===== config.mk =====
export PLATFORM = sky130hd
export DESIGN_NAME = key_scan_ctrl
export DESIGN_NICKNAME = d
export VERILOG_FILES = /design/src/rtl/key_pkg.sv /design/src/rtl/key_scan_tick.sv /design/src/rtl/key_scan_ctrl.sv
export SDC_FILE = /design/constraint.sdc
export NUM_CORES = 1
export LEC_CHECK = 0
export CAP_MARGIN = 20
export CORE_ASPECT_RATIO = 1.2
export CORE_MARGIN = 4
export CORE_UTILIZATION = 28
export CTS_BUF_LIST = sky130_fd_sc_hd__clkbuf_16
export DETAILED_ROUTE_END_ITERATION = 10
export PLACE_DENSITY = 0.55
export SETUP_SLACK_MARGIN = 0.05
export SYNTH_ARGS = -nofsm -noshare
export SYNTH_HDL_FRONTEND = slang
export SYNTH_SLANG_ARGS = --single-unit

===== constraint.sdc =====
create_clock -name Clk -period 6.8 [get_ports Clk]
set_input_delay 1.02 -clock Clk [delete_from_list [all_inputs] [get_ports Clk]]
set_output_delay 1.02 -clock Clk [all_outputs]
set_load 0.05 [all_outputs]

===== src/rtl/key_pkg.sv =====
// Shared types and helpers for the 4x4 keypad scanner: FSM states,
// column reset pattern and the (column,row) -> key code map.
package key_pkg;

  typedef enum logic [1:0] {
    ST_SCAN     = 2'd0,
    ST_DEBOUNCE = 2'd1,
    ST_HELD     = 2'd2
  } key_state_t;

  localparam logic [3:0] COL_RESET = 4'b1110;

  // Keypad legend: columns 0..2 form the 1-9 grid plus A/B/C; column 3 is F,0,E,D.
  function automatic logic [3:0] key_code_of(input logic [1:0] col, input logic [1:0] row);
    logic [3:0] code;
    code = 4'h0;
    case ({col, row})
      4'b00_00: code = 4'h1;
      4'b00_01: code = 4'h4;
      4'b00_10: code = 4'h7;
      4'b00_11: code = 4'hA;
      4'b01_00: code = 4'h2;
      4'b01_01: code = 4'h5;
      4'b01_10: code = 4'h8;
      4'b01_11: code = 4'hB;
      4'b10_00: code = 4'h3;
      4'b10_01: code = 4'h6;
      4'b10_10: code = 4'h9;
      4'b10_11: code = 4'hC;
      4'b11_00: code = 4'hF;
      4'b11_01: code = 4'h0;
      4'b11_10: code = 4'hE;
      4'b11_11: code = 4'hD;
      default:  code = 4'h0;
    endcase
    return code;
  endfunction

  function automatic logic [1:0] col_index(input logic [3:0] cols);
    logic [1:0] idx;
    idx = 2'd0;
    case (cols)
      4'b1110: idx = 2'd0;
      4'b1101: idx = 2'd1;
      4'b1011: idx = 2'd2;
      4'b0111: idx = 2'd3;
      default: idx = 2'd0;
    endcase
    return idx;
  endfunction

  // Lowest active-low row wins when several keys share the driven column.
  function automatic logic [1:0] row_index(input logic [3:0] rows);
    logic [1:0] idx;
    if (!rows[0])      idx = 2'd0;
    else if (!rows[1]) idx = 2'd1;
    else if (!rows[2]) idx = 2'd2;
    else               idx = 2'd3;
    return idx;
  endfunction

endpackage


===== src/rtl/key_scan_tick.sv =====
// Free-running scan-rate divider: one-cycle tick every SCAN_DIV clocks.
module key_scan_tick #(
  parameter int SCAN_DIV = 50000
) (
  input  logic Clk,
  input  logic Rst,
  output logic tick
);

  localparam int W = $clog2(SCAN_DIV);
  localparam logic [W-1:0] LAST = W'(SCAN_DIV - 1);

  logic [W-1:0] div;

  always_ff @(posedge Clk) begin
    if (Rst)              div <= '0;
    else if (div == LAST) div <= '0;
    else                  div <= div + 1'b1;
  end

  assign tick = (div == LAST);

endmodule


===== src/rtl/key_scan_ctrl.sv =====
// 4x4 keypad controller: column scan, row sync, press/release debounce and a
// one-entry valid/ready output buffer delivering one code per physical press.
module key_scan_ctrl
  import key_pkg::*;
#(
  parameter int SCAN_DIV   = 50000,
  parameter int DEBOUNCE_N = 4
) (
  input  logic       Clk,
  input  logic       Rst,
  input  logic [3:0] key_r,
  output logic [3:0] key_c,
  output logic [3:0] key_code,
  output logic       key_valid,
  input  logic       key_ready,
  output logic       key_down,
  output logic       overrun
);

  localparam int CW = $clog2(DEBOUNCE_N + 1);
  localparam logic [CW-1:0] N_CNT = CW'(DEBOUNCE_N);

  logic          tick;
  logic [3:0]    rs_meta, rs;
  key_state_t    state, state_nx;
  logic [CW-1:0] cnt, cnt_nx, cnt_inc;
  logic [3:0]    key_c_nx;
  logic [1:0]    col_q, row_q, col_nx, row_nx;
  logic          confirm;
  logic [3:0]    confirm_code;

  key_scan_tick #(.SCAN_DIV(SCAN_DIV)) u_tick (
    .Clk  (Clk),
    .Rst  (Rst),
    .tick (tick)
  );

  assign cnt_inc      = cnt + 1'b1;
  assign confirm_code = key_code_of(col_nx, row_nx);
  assign key_down     = (state == ST_HELD);

  always_comb begin
    state_nx = state;
    cnt_nx   = cnt;
    key_c_nx = key_c;
    col_nx   = col_q;
    row_nx   = row_q;
    confirm  = 1'b0;
    if (tick) begin
      case (state)
        ST_SCAN: begin
          if (rs == 4'hF) begin
            key_c_nx = {key_c[2:0], key_c[3]};
          end else begin
            col_nx = col_index(key_c);
            row_nx = row_index(rs);
            // A single-sample debounce confirms on the very tick that first sees the row.
            if (DEBOUNCE_N == 1) begin
              confirm  = 1'b1;
              state_nx = ST_HELD;
              cnt_nx   = '0;
            end else begin
              state_nx = ST_DEBOUNCE;
              cnt_nx   = CW'(1);
            end
          end
        end
        ST_DEBOUNCE: begin
          if (!rs[row_q]) begin
            if (cnt_inc == N_CNT) begin
              confirm  = 1'b1;
              state_nx = ST_HELD;
              cnt_nx   = '0;
            end else begin
              cnt_nx = cnt_inc;
            end
          end else begin
            state_nx = ST_SCAN;
            cnt_nx   = '0;
          end
        end
        ST_HELD: begin
          if (rs[row_q]) begin
            if (cnt_inc == N_CNT) begin
              state_nx = ST_SCAN;
              cnt_nx   = '0;
            end else begin
              cnt_nx = cnt_inc;
            end
          end else begin
            cnt_nx = '0;
          end
        end
        default: begin
          state_nx = ST_SCAN;
          cnt_nx   = '0;
        end
      endcase
    end
  end

  always_ff @(posedge Clk) begin
    if (Rst) begin
      rs_meta   <= '1;
      rs        <= '1;
      state     <= ST_SCAN;
      cnt       <= '0;
      key_c     <= COL_RESET;
      col_q     <= '0;
      row_q     <= '0;
      key_code  <= '0;
      key_valid <= 1'b0;
      overrun   <= 1'b0;
    end else begin
      rs_meta <= key_r;
      rs      <= rs_meta;
      state   <= state_nx;
      cnt     <= cnt_nx;
      key_c   <= key_c_nx;
      col_q   <= col_nx;
      row_q   <= row_nx;
      overrun <= 1'b0;
      // A confirm may refill the buffer in the same cycle it drains.
      if (confirm) begin
        if (!key_valid || key_ready) begin
          key_code  <= confirm_code;
          key_valid <= 1'b1;
        end else begin
          overrun <= 1'b1;
        end
      end else if (key_valid && key_ready) begin
        key_valid <= 1'b0;
      end
    end
  end

endmodule

==> flow_metrics.env, run 1 <==
export IMPL_ys_types=47
export IMPL_die_h_um=101
export IMPL_cts_buffers=5
export IMPL_dieArea_sq_um=8700
export IMPL_final_nets=249
export IMPL_grt_total_usage_pct=10.3
export IMPL_yosysMostFrequentCell="dfxtp_1"
export IMPL_hpwl_mm=2.88
export IMPL_synthAdderAreaFrac_pct=3.69
export IMPL_synth_top_cell_by_area="dfxtp_1"
export IMPL_io_pins=18
export IMPL_power_density_nw_per_um2=217
export IMPL_syn_instance_count=217
export IMPL_final_core_util_pct=35.3
export IMPL_syn_avg_cell_area_sq_um=9.38
export IMPL_fin_tns_setup_ps=0
export IMPL_final_setup_viol_count=0
export IMPL_place_worst_setup_slack_ps=4040
export IMPL_grt_pass1_vias=1584
export IMPL_drt_iter0_markers=58
export IMPL_cts_tree="done"
export IMPL_synth_area_leaders="dfxtp_1, nor2_1, xor2_1"
export IMPL_synth_simple_area_share_pct=28.8
export IMPL_initial_core_util_pct=29.3
export IMPL_ys_ff_latch=43
export IMPL_clk_latency_ps=280
export IMPL_synth_fp_nets=230
export IMPL_gp_congestion=0.760
export IMPL_leakagePower_nw=0.971
export IMPL_synth_compound_area_share_pct=8.79
export IMPL_synth_top_family_by_area="simple AND/OR/NAND/NOR gates"
export IMPL_core_area_sq_um=6940
export IMPL_routed_wl_mm=3.94
export IMPL_die_w_um=85.8
export IMPL_hold_path_class="flop to flop"
export IMPL_skew_ps=6.07
export IMPL_hold_viol_final=0
export IMPL_muxShareOfSynthArea_pct=5.84
export IMPL_drtAntennaViolNets=0
export IMPL_startpoint="u_tick.div[0]"
export IMPL_fp_row_count=33
export IMPL_cts_resized=0
export IMPL_route_layer_met1_wl_mm=1.77
export IMPL_required_ps=6960
export IMPL_antenna_found_initial=0
export IMPL_ctsLongestPathBuffers=2
export IMPL_grt_pass1_wl_mm=7.13
export IMPL_grt_remaining_overflow=0
export IMPL_port_buffers=17
export IMPL_syn_to_final_growth_pct=20.2
export IMPL_synthArstFlopShare_pct=0
export IMPL_synth_top_area_share_pct=42.3
export IMPL_worstSetupStartpointType="flop"
export IMPL_drive_gt1_share_pct=13.1
export IMPL_routed_wl_met3_um=70
export IMPL_htreeDepth=2
export IMPL_clockRootBuffer="clkbuf_16"
export IMPL_synth_common_cells="dfxtp_1, nor2_1, nand2_1, a21oi_1, xor2_1"
export IMPL_post_cts_buffers=0
export IMPL_synth_area_sq_um=2030
export IMPL_period_minus_slack_ps=2740
export IMPL_worstHoldStart="rs_meta[3]"
export IMPL_rsz0062_at_grt="no"
export IMPL_antenna_cells=0
export IMPL_post_route_period_util_pct=40.4
export IMPL_wl_met2_mm=2.02
export IMPL_drc_errors=0
export IMPL_post_drt_wl_per_cell_um=12.2
export IMPL_path_class="flop to flop"
export IMPL_end_kind="flop"
export IMPL_viasPerCell=4.76
export IMPL_worst_slew_pin_slew_ps=787
export IMPL_peakVddDrop_v=0.000108
export IMPL_path_max_fanout=11
export IMPL_top_layer="met4"
export IMPL_setup_slack_ps=4060
export IMPL_yosysWarnings=0
export IMPL_cts_hold_buf=0
export IMPL_slew_headroom_pct=47.1
export IMPL_arrival_ps=2910
export IMPL_maxCapViolations=0
export IMPL_routed_via_count=1538
export IMPL_slew_viol_final=0
export IMPL_max_freq_mhz=364
export IMPL_clk_pin_slew_ps=60
export IMPL_ys_flop_type="dfxtp_1"
export IMPL_synth_edff_count=0
export IMPL_cts_sinks=43
export IMPL_grt_max_degree=24
export IMPL_ys_seq_area_share_pct=42.3
export IMPL_reg2reg_from="u_tick.div[0]"
export IMPL_yosys_area_share_xor_xnor_pct=7.75
export IMPL_firstDrtPassIters=4
export IMPL_status="completed"
## layout by cell type (no fill, tap or decap), drive strengths merged, types with 3 or more instances in the layout
master / netlist / routed
mux2i: 7 / 7
nor2: 30 / 30
nand3: 9 / 9
xnor2: 8 / 8
or2: 10 / 10
or3: 3 / 3
a21oi: 12 / 12
nand2b: 3 / 3
inv: 6 / 7
ha: 6 / 6
nor2b: 4 / 4
nand2: 15 / 15
xor2: 10 / 10
clkdlybuf4s50: 0 / 17
dfxtp: 43 / 43
nor3: 5 / 5
and3: 9 / 9
clkbuf: 4 / 5
o21ai: 6 / 6
## critical path: stages, from the launching register on
cell      delay [ps]
dfxtp_1          350
ha_1             190
and3_1           280
nand4_2          270
nor3_2           400
mux2i_1          640
xnor2_1          150
a221oi_1         270
nor3_1            80
## worst paths after layout
kind         slack (ps)  cells after the start          end
min reg2reg         420                      1        rs[3]
min                 420                      1        rs[3]
max                4060                      8  key_code[3]
max reg2reg        4060                      8  key_code[3]
## logic make-up (layout without fill, tap and decap cells)
logic type / Yosys count / in the layout
and+or+nand+nor: 101 / 101
AOI/OAI and AO/OA: 27 / 27
muxes: 10 / 10
DFF: 43 / 43
adders and majority gates: 6 / 6
xor gates and xnor gates: 18 / 18
buffers and inverters: 12 / 31
## metal layers
metal	GRT usage, %	vias to the layer above
li1	-	790
met3	2.28	4
met4	5.60	0
met1	11.7	729
met5	0	-
met2	17.8	15
## per-stage QoR
step	cell area (sq um)	instances	hold WS, ps	power, mW
2_1_floorplan	2030	217	389	0.273
3_3_place_gp	2290	316	403	0.280
3_5_place_dp	2290	316	403	0.280
4_1_cts	2450	323	417	0.541
5_1_grt	2450	323	433	0.553
6_report	2450	323	416	0.531
## area by class of cell
| class | instances | area [sq um] |
|---|---|---|
| Tap cell | 87 | 109 |
| Sequential cell | 43 | 861 |
| Clock inverter | 2 | 33.8 |
| Clock buffer | 5 | 125 |
| Inverter | 6 | 22.5 |
| Timing Repair Buffer | 18 | 178 |
| Fill cell | 730 | 4490 |
| Multi-Input combinational cell | 162 | 1120 |
## power by group
part           switching, mW  internal, mW  total [mW]  leakage [nW]
Combinational        0.00779       0.00805      0.0158         0.541
Sequential           0.00216         0.256       0.258         0.349
Clock                 0.0876         0.170       0.257        0.0811
Total                 0.0976         0.433       0.531         0.971
## flip-flops by register name, summed over array words and instances, names as in the netlist
register and flops:
row_q 2, key_code 4, col_q 2, overrun 1, rs 4, u_tick.div 16, key_valid 1, rs_meta 4
state 2, key_c 4, cnt 3
Power figures use the tool's default switching activity.
==> inputs of run 2 (changes only) <==
--- a/config.mk
+++ b/config.mk
@@ -11,7 +11,7 @@
 export CORE_UTILIZATION = 28
 export CTS_BUF_LIST = sky130_fd_sc_hd__clkbuf_16
 export DETAILED_ROUTE_END_ITERATION = 10
-export PLACE_DENSITY = 0.55
+export PLACE_DENSITY = 0.56
 export SETUP_SLACK_MARGIN = 0.05
 export SYNTH_ARGS = -nofsm -noshare
 export SYNTH_HDL_FRONTEND = slang
==> constraint.sdc (replaced) <==
create_clock -name Clk -period 2.3 [get_ports Clk]
set_input_delay 0.345 -clock Clk [delete_from_list [all_inputs] [get_ports Clk]]
set_output_delay 0.345 -clock Clk [all_outputs]
set_load 0.05 [all_outputs]
==> flow_metrics.env, run 2 (synthesized netlist as in run 1, its figures left out) <==
export IMPL_largest_reg_flops=16
export IMPL_dieArea_sq_um=8700
export IMPL_gp_congestion=0.769
export IMPL_hold_viol_final=0
export IMPL_drtAntennaViolNets=0
export IMPL_final_common_cell="dfxtp_1"
export IMPL_grt_pass1_vias=1613
export IMPL_r2r_end="key_code[3]"
export IMPL_seqCellArea_sq_um=867
export IMPL_antenna_cells=0
export IMPL_final_core_util_pct=39.5
export IMPL_path_class="flop to flop"
export IMPL_end_kind="flop"
export IMPL_arrival_ps=2360
export IMPL_slew_headroom_pct=64.7
export IMPL_multi_input_area_sq_um=1220
export IMPL_die_h_um=101
export IMPL_mostFrequentLayoutCells="dfxtp_1, nor2_1, buf_4, clkdlybuf4s50_1, nand2_1"
export IMPL_reg2reg_from="u_tick.div[10]"
export IMPL_grt_total_usage_pct=10.2
export IMPL_post_route_period_util_pct=95.5
export IMPL_fin_cells=348
export IMPL_grt_max_degree=23
export IMPL_routed_wl_mm=4.13
export IMPL_hold_path_class="flop to flop"
export IMPL_htreeDepth=2
export IMPL_io_pins=18
export IMPL_peakVddDrop_v=0.000332
export IMPL_rsz0062_at_grt="yes"
export IMPL_timing_hold_ws_ps=409
export IMPL_required_ps=2460
export IMPL_post_cts_buffers=0
export IMPL_cts_sinks=43
export IMPL_grt_pass1_wl_mm=7.18
export IMPL_status="completed"
export IMPL_ff2ff_path_depth=11
export IMPL_grt_remaining_overflow=0
export IMPL_crit_path_frequent_cell="inv_2"
export IMPL_worstHoldStart="rs_meta[1]"
export IMPL_clockRootBuffer="clkbuf_16"
export IMPL_clk_latency_ps=280
export IMPL_hpwl_mm=3.07
export IMPL_crit_end="key_code[3]"
export IMPL_reg2reg_slack_ps=100
export IMPL_drive_gt1_share_pct=28.0
export IMPL_crit_chain="nor4b_4 > nand4_4 > o32a_1 > o211ai_1 > inv_2 > buf_6 > ha_4 > inv_2 > nor2_2 > a221oi_2 > nor3_1"
export IMPL_ctsLongestPathBuffers=2
export IMPL_initial_core_util_pct=29.3
export IMPL_leakagePower_nw=1.11
export IMPL_viasPerCell=4.62
export IMPL_drt_iter0_markers=98
export IMPL_cts_buffers=5
export IMPL_cts_tree="done"
export IMPL_period_minus_slack_ps=2200
export IMPL_nFillCells=700
export IMPL_maxCapViolations=0
export IMPL_largest_register="u_tick.div"
export IMPL_skew_ps=6.30
export IMPL_syn_to_final_growth_pct=34.7
export IMPL_post_route_cell_area_sq_um=2740
export IMPL_antenna_found_initial=0
export IMPL_fin_tns_setup_ps=0
export IMPL_die_w_um=85.8
export IMPL_slowest_delay_ps=350
export IMPL_core_area_sq_um=6940
export IMPL_fp_row_count=33
export IMPL_port_buffers=17
export IMPL_post_drt_wl_per_cell_um=11.9
export IMPL_critPathSlowestCell="dfxtp_4"
export IMPL_worstSetupStartpointType="flop"
export IMPL_power_density_nw_per_um2=582
export IMPL_routed_via_count=1608
export IMPL_slew_viol_final=0
export IMPL_final_setup_viol_count=0
export IMPL_final_nets=273
export IMPL_clk_pin_slew_ps=60
export IMPL_drc_errors=0
export IMPL_firstDrtPassIters=4
export IMPL_worst_slew_pin_slew_ps=529
export IMPL_startpoint="u_tick.div[10]"
export IMPL_place_inst=340
export IMPL_path_max_fanout=4
export IMPL_placed_area_sq_um=2500
export IMPL_max_freq_mhz=455
run 2: cell count changes in the layout (fill, tap and decap cells not counted), moves of 3 or more:
cell / change
dfxtp_1: -3
ha_4: +3
inv_1: -3
ha_1: -3
buf_4: +23
run 2: through the flow:
stage,power (mW),worst slack (ps)
after floorplan,0.808,-8.18
after global placement,0.829,56.0
after detailed placement,0.831,31.2
after CTS,1.61,60.7
after global routing,1.65,-7.18
final,1.59,103
run 2: metal layers:
metal | up-vias | wire length [um] | track usage (%)
met3 | 5 | 108 | 1.95
li1 | 837 | - | -
met2 | 16 | 2120 | 18.3
met1 | 750 | 1830 | 11.7
met4 | 0 | 76 | 4.75
met5 | - | 0 | 0
run 2: timing repair:
item / in CTS / in global routing
pin swaps: 2 / 9
hold buffers: 0 / 0
resized for setup: 2 / 16
setup endpoints to repair: 1 / 4
run 2: area by class of cell:
| cell class | instances | area share, % |
|---|---|---|
| Multi-Input combinational cell | 162 | 44.4 |
| Inverter | 6 | 0.822 |
| Clock buffer | 5 | 4.57 |
| Sequential cell | 43 | 31.6 |
| Timing Repair Buffer | 42 | 13.2 |
| Clock inverter | 3 | 1.42 |
| Tap cell | 87 | 3.97 |
run 2: how the worst min path moves through the flow:
stage	slack (ps)	cells after the start	endpoint
after floorplan	390	1	rs[0]
after global placement	400	1	rs[1]
after detailed placement	390	1	rs[1]
after CTS	410	1	rs[1]
after global routing	420	1	rs[1]
final	410	1	rs[1]
run 2: worst max-delay path: cells and delay by family, from the launching register on:
| family | cells | cell delay [ps] |
|---|---|---|
| AOI/OAI and AO/OA | 3 | 730 |
| and+or+nand+nor | 4 | 590 |
| DFF | 1 | 350 |
| buffers and inverters | 3 | 280 |
| adders and majority gates | 1 | 140 |
run 2: power by group:
group	internal, mW	switching, mW
combinational	0.0257	0.0239
sequential	0.755	0.00799
clock	0.506	0.275
total	1.29	0.307
==> inputs of run 3 (changes only) <==
--- a/config.mk
+++ b/config.mk
@@ -11,7 +11,6 @@
 export CORE_UTILIZATION = 28
 export CTS_BUF_LIST = sky130_fd_sc_hd__clkbuf_16
 export DETAILED_ROUTE_END_ITERATION = 10
-export PLACE_DENSITY = 0.56
 export SETUP_SLACK_MARGIN = 0.05
 export SYNTH_ARGS = -nofsm -noshare
 export SYNTH_HDL_FRONTEND = slang
==> flow_metrics.env, run 3 (synthesized netlist as in run 1, its figures left out) <==
export IMPL_drtAntennaViolNets=0
export IMPL_initial_core_util_pct=29.3
export IMPL_startpoint="u_tick.div[11]"
export IMPL_grt_pass1_vias=1619
export IMPL_reg2reg_from="u_tick.div[11]"
export IMPL_post_drt_wl_per_cell_um=13.0
export IMPL_fp_row_count=33
export IMPL_hold_viol_final=0
export IMPL_firstDrtPassIters=5
export IMPL_arrival_ps=2400
export IMPL_cts_buffers=5
export IMPL_largest_reg_flops=16
export IMPL_grt_total_usage_pct=11.1
export IMPL_grt_pass1_wl_mm=7.62
export IMPL_fin_tns_setup_ps=0
export IMPL_worst_slew_pin_slew_ps=509
export IMPL_max_freq_mhz=449
export IMPL_design_power_total_mw=1.73
export IMPL_period_minus_slack_ps=2230
export IMPL_final_nets=276
export IMPL_crit_end="key_code[3]"
export IMPL_mostFrequentLayoutCells="dfxtp_1, nor2_1, buf_4, clkdlybuf4s50_1, nand2_1"
export IMPL_cts_sinks=43
export IMPL_grt_remaining_overflow=0
export IMPL_antenna_cells=0
export IMPL_gp_congestion=0.819
export IMPL_status="completed"
export IMPL_die_h_um=101
export IMPL_clockRootBuffer="clkbuf_16"
export IMPL_post_route_cell_area_sq_um=2800
export IMPL_ff2ff_path_depth=11
export IMPL_syn_to_final_growth_pct=37.5
export IMPL_slew_headroom_pct=66.0
export IMPL_drive_gt1_share_pct=28.4
export IMPL_core_area_sq_um=6940
export IMPL_final_core_util_pct=40.3
export IMPL_peakVddDrop_v=0.000274
export IMPL_path_class="flop to flop"
export IMPL_worstSetupStartpointType="flop"
export IMPL_clk_latency_ps=290
export IMPL_die_w_um=85.8
export IMPL_drc_errors=0
export IMPL_drt_iter0_markers=68
export IMPL_post_route_period_util_pct=96.8
export IMPL_slew_viol_final=0
export IMPL_maxCapViolations=0
export IMPL_leakagePower_nw=1.14
export IMPL_final_setup_viol_count=0
export IMPL_r2r_end="key_code[3]"
export IMPL_io_pins=18
export IMPL_reg2reg_slack_ps=70
export IMPL_cts_tree="done"
export IMPL_hold_path_class="flop to flop"
export IMPL_routed_via_count=1653
export IMPL_antenna_found_initial=0
export IMPL_required_ps=2470
export IMPL_fin_cells=351
export IMPL_largest_register="u_tick.div"
export IMPL_viasPerCell=4.71
export IMPL_placed_area_sq_um=2510
export IMPL_skew_ps=7.09
export IMPL_routed_wl_mm=4.56
export IMPL_end_kind="flop"
export IMPL_port_buffers=17
export IMPL_power_density_nw_per_um2=617
export IMPL_grt_max_degree=23
export IMPL_rsz0062_at_grt="yes"
export IMPL_clk_pin_slew_ps=60
export IMPL_htreeDepth=2
export IMPL_final_common_cell="dfxtp_1"
export IMPL_dieArea_sq_um=8700
export IMPL_hpwl_mm=3.31
export IMPL_place_inst=342
export IMPL_worstHoldStart="rs_meta[1]"
export IMPL_path_max_fanout=4
export IMPL_ctsLongestPathBuffers=2
run 3: changes by cell type in the layout (fill, tap and decap cells not counted), moves of 2 or more:
cell / delta
a21oi_1: +2
inv_1: +2
a21oi_2: -2
buf_4: +3
run 3: stage by stage:
stage                     setup WS [ps]  hold slack (ps)
after floorplan                   -8.18              389
after global placement             49.7              394
after detailed placement          -8.08              395
after CTS                          54.7              409
after global routing              -55.5              417
final                              73.0              406
run 3: how the worst min path moves through the flow:
stage,endpoint,cells after the start
2_1_floorplan,rs[0],1
3_3_place_gp,rs[0],1
3_5_place_dp,rs[1],1
4_1_cts,rs[1],1
5_1_grt,rs[3],1
6_report,rs[1],1
run 3: worst max-delay path, cell delays in order (launching register included):
cell	delay, ps
dfxtp_2	340
nor4b_4	330
nand4_4	170
o32a_1	360
o211ai_1	110
inv_1	130
buf_6	140
ha_4	150
inv_2	40
nor2_2	30
a221oi_2	240
nor3_1	60
run 3: layout make-up:
cell class,count,area (sq um)
Sequential cell,43,868
Clock buffer,5,125
Inverter,6,22.5
Clock inverter,3,63.8
Multi-Input combinational cell,162,1220
Timing Repair Buffer,45,384
Tap cell,87,109
Fill cell,707,4140
run 3: layer usage:
layer / track usage (%) / wire (um) / up-vias
met5: 0 / 0 / -
met4: 4.38 / 77 / 0
met3: 2.93 / 128 / 7
met2: 19.8 / 2360 / 21
met1: 12.5 / 1990 / 781
li1: - / - / 844
run 3: where the power goes:
group	internal, mW	total [mW]	switching [mW]
Sequential	0.755	0.764	0.00850
Combinational	0.0284	0.0542	0.0258
Clock	0.618	0.908	0.290
Total	1.40	1.73	0.324
run 3: repair_timing:
| item | in CTS | in global routing |
|---|---|---|
| gates resized for setup | 2 | 15 |
| pin swaps | 0 | 8 |
| hold buffers | 0 | 0 |
| cloned | 0 | 0 |
| endpoints found under the setup margin | 2 | 4 |
| buffers inserted | 0 | 1 |
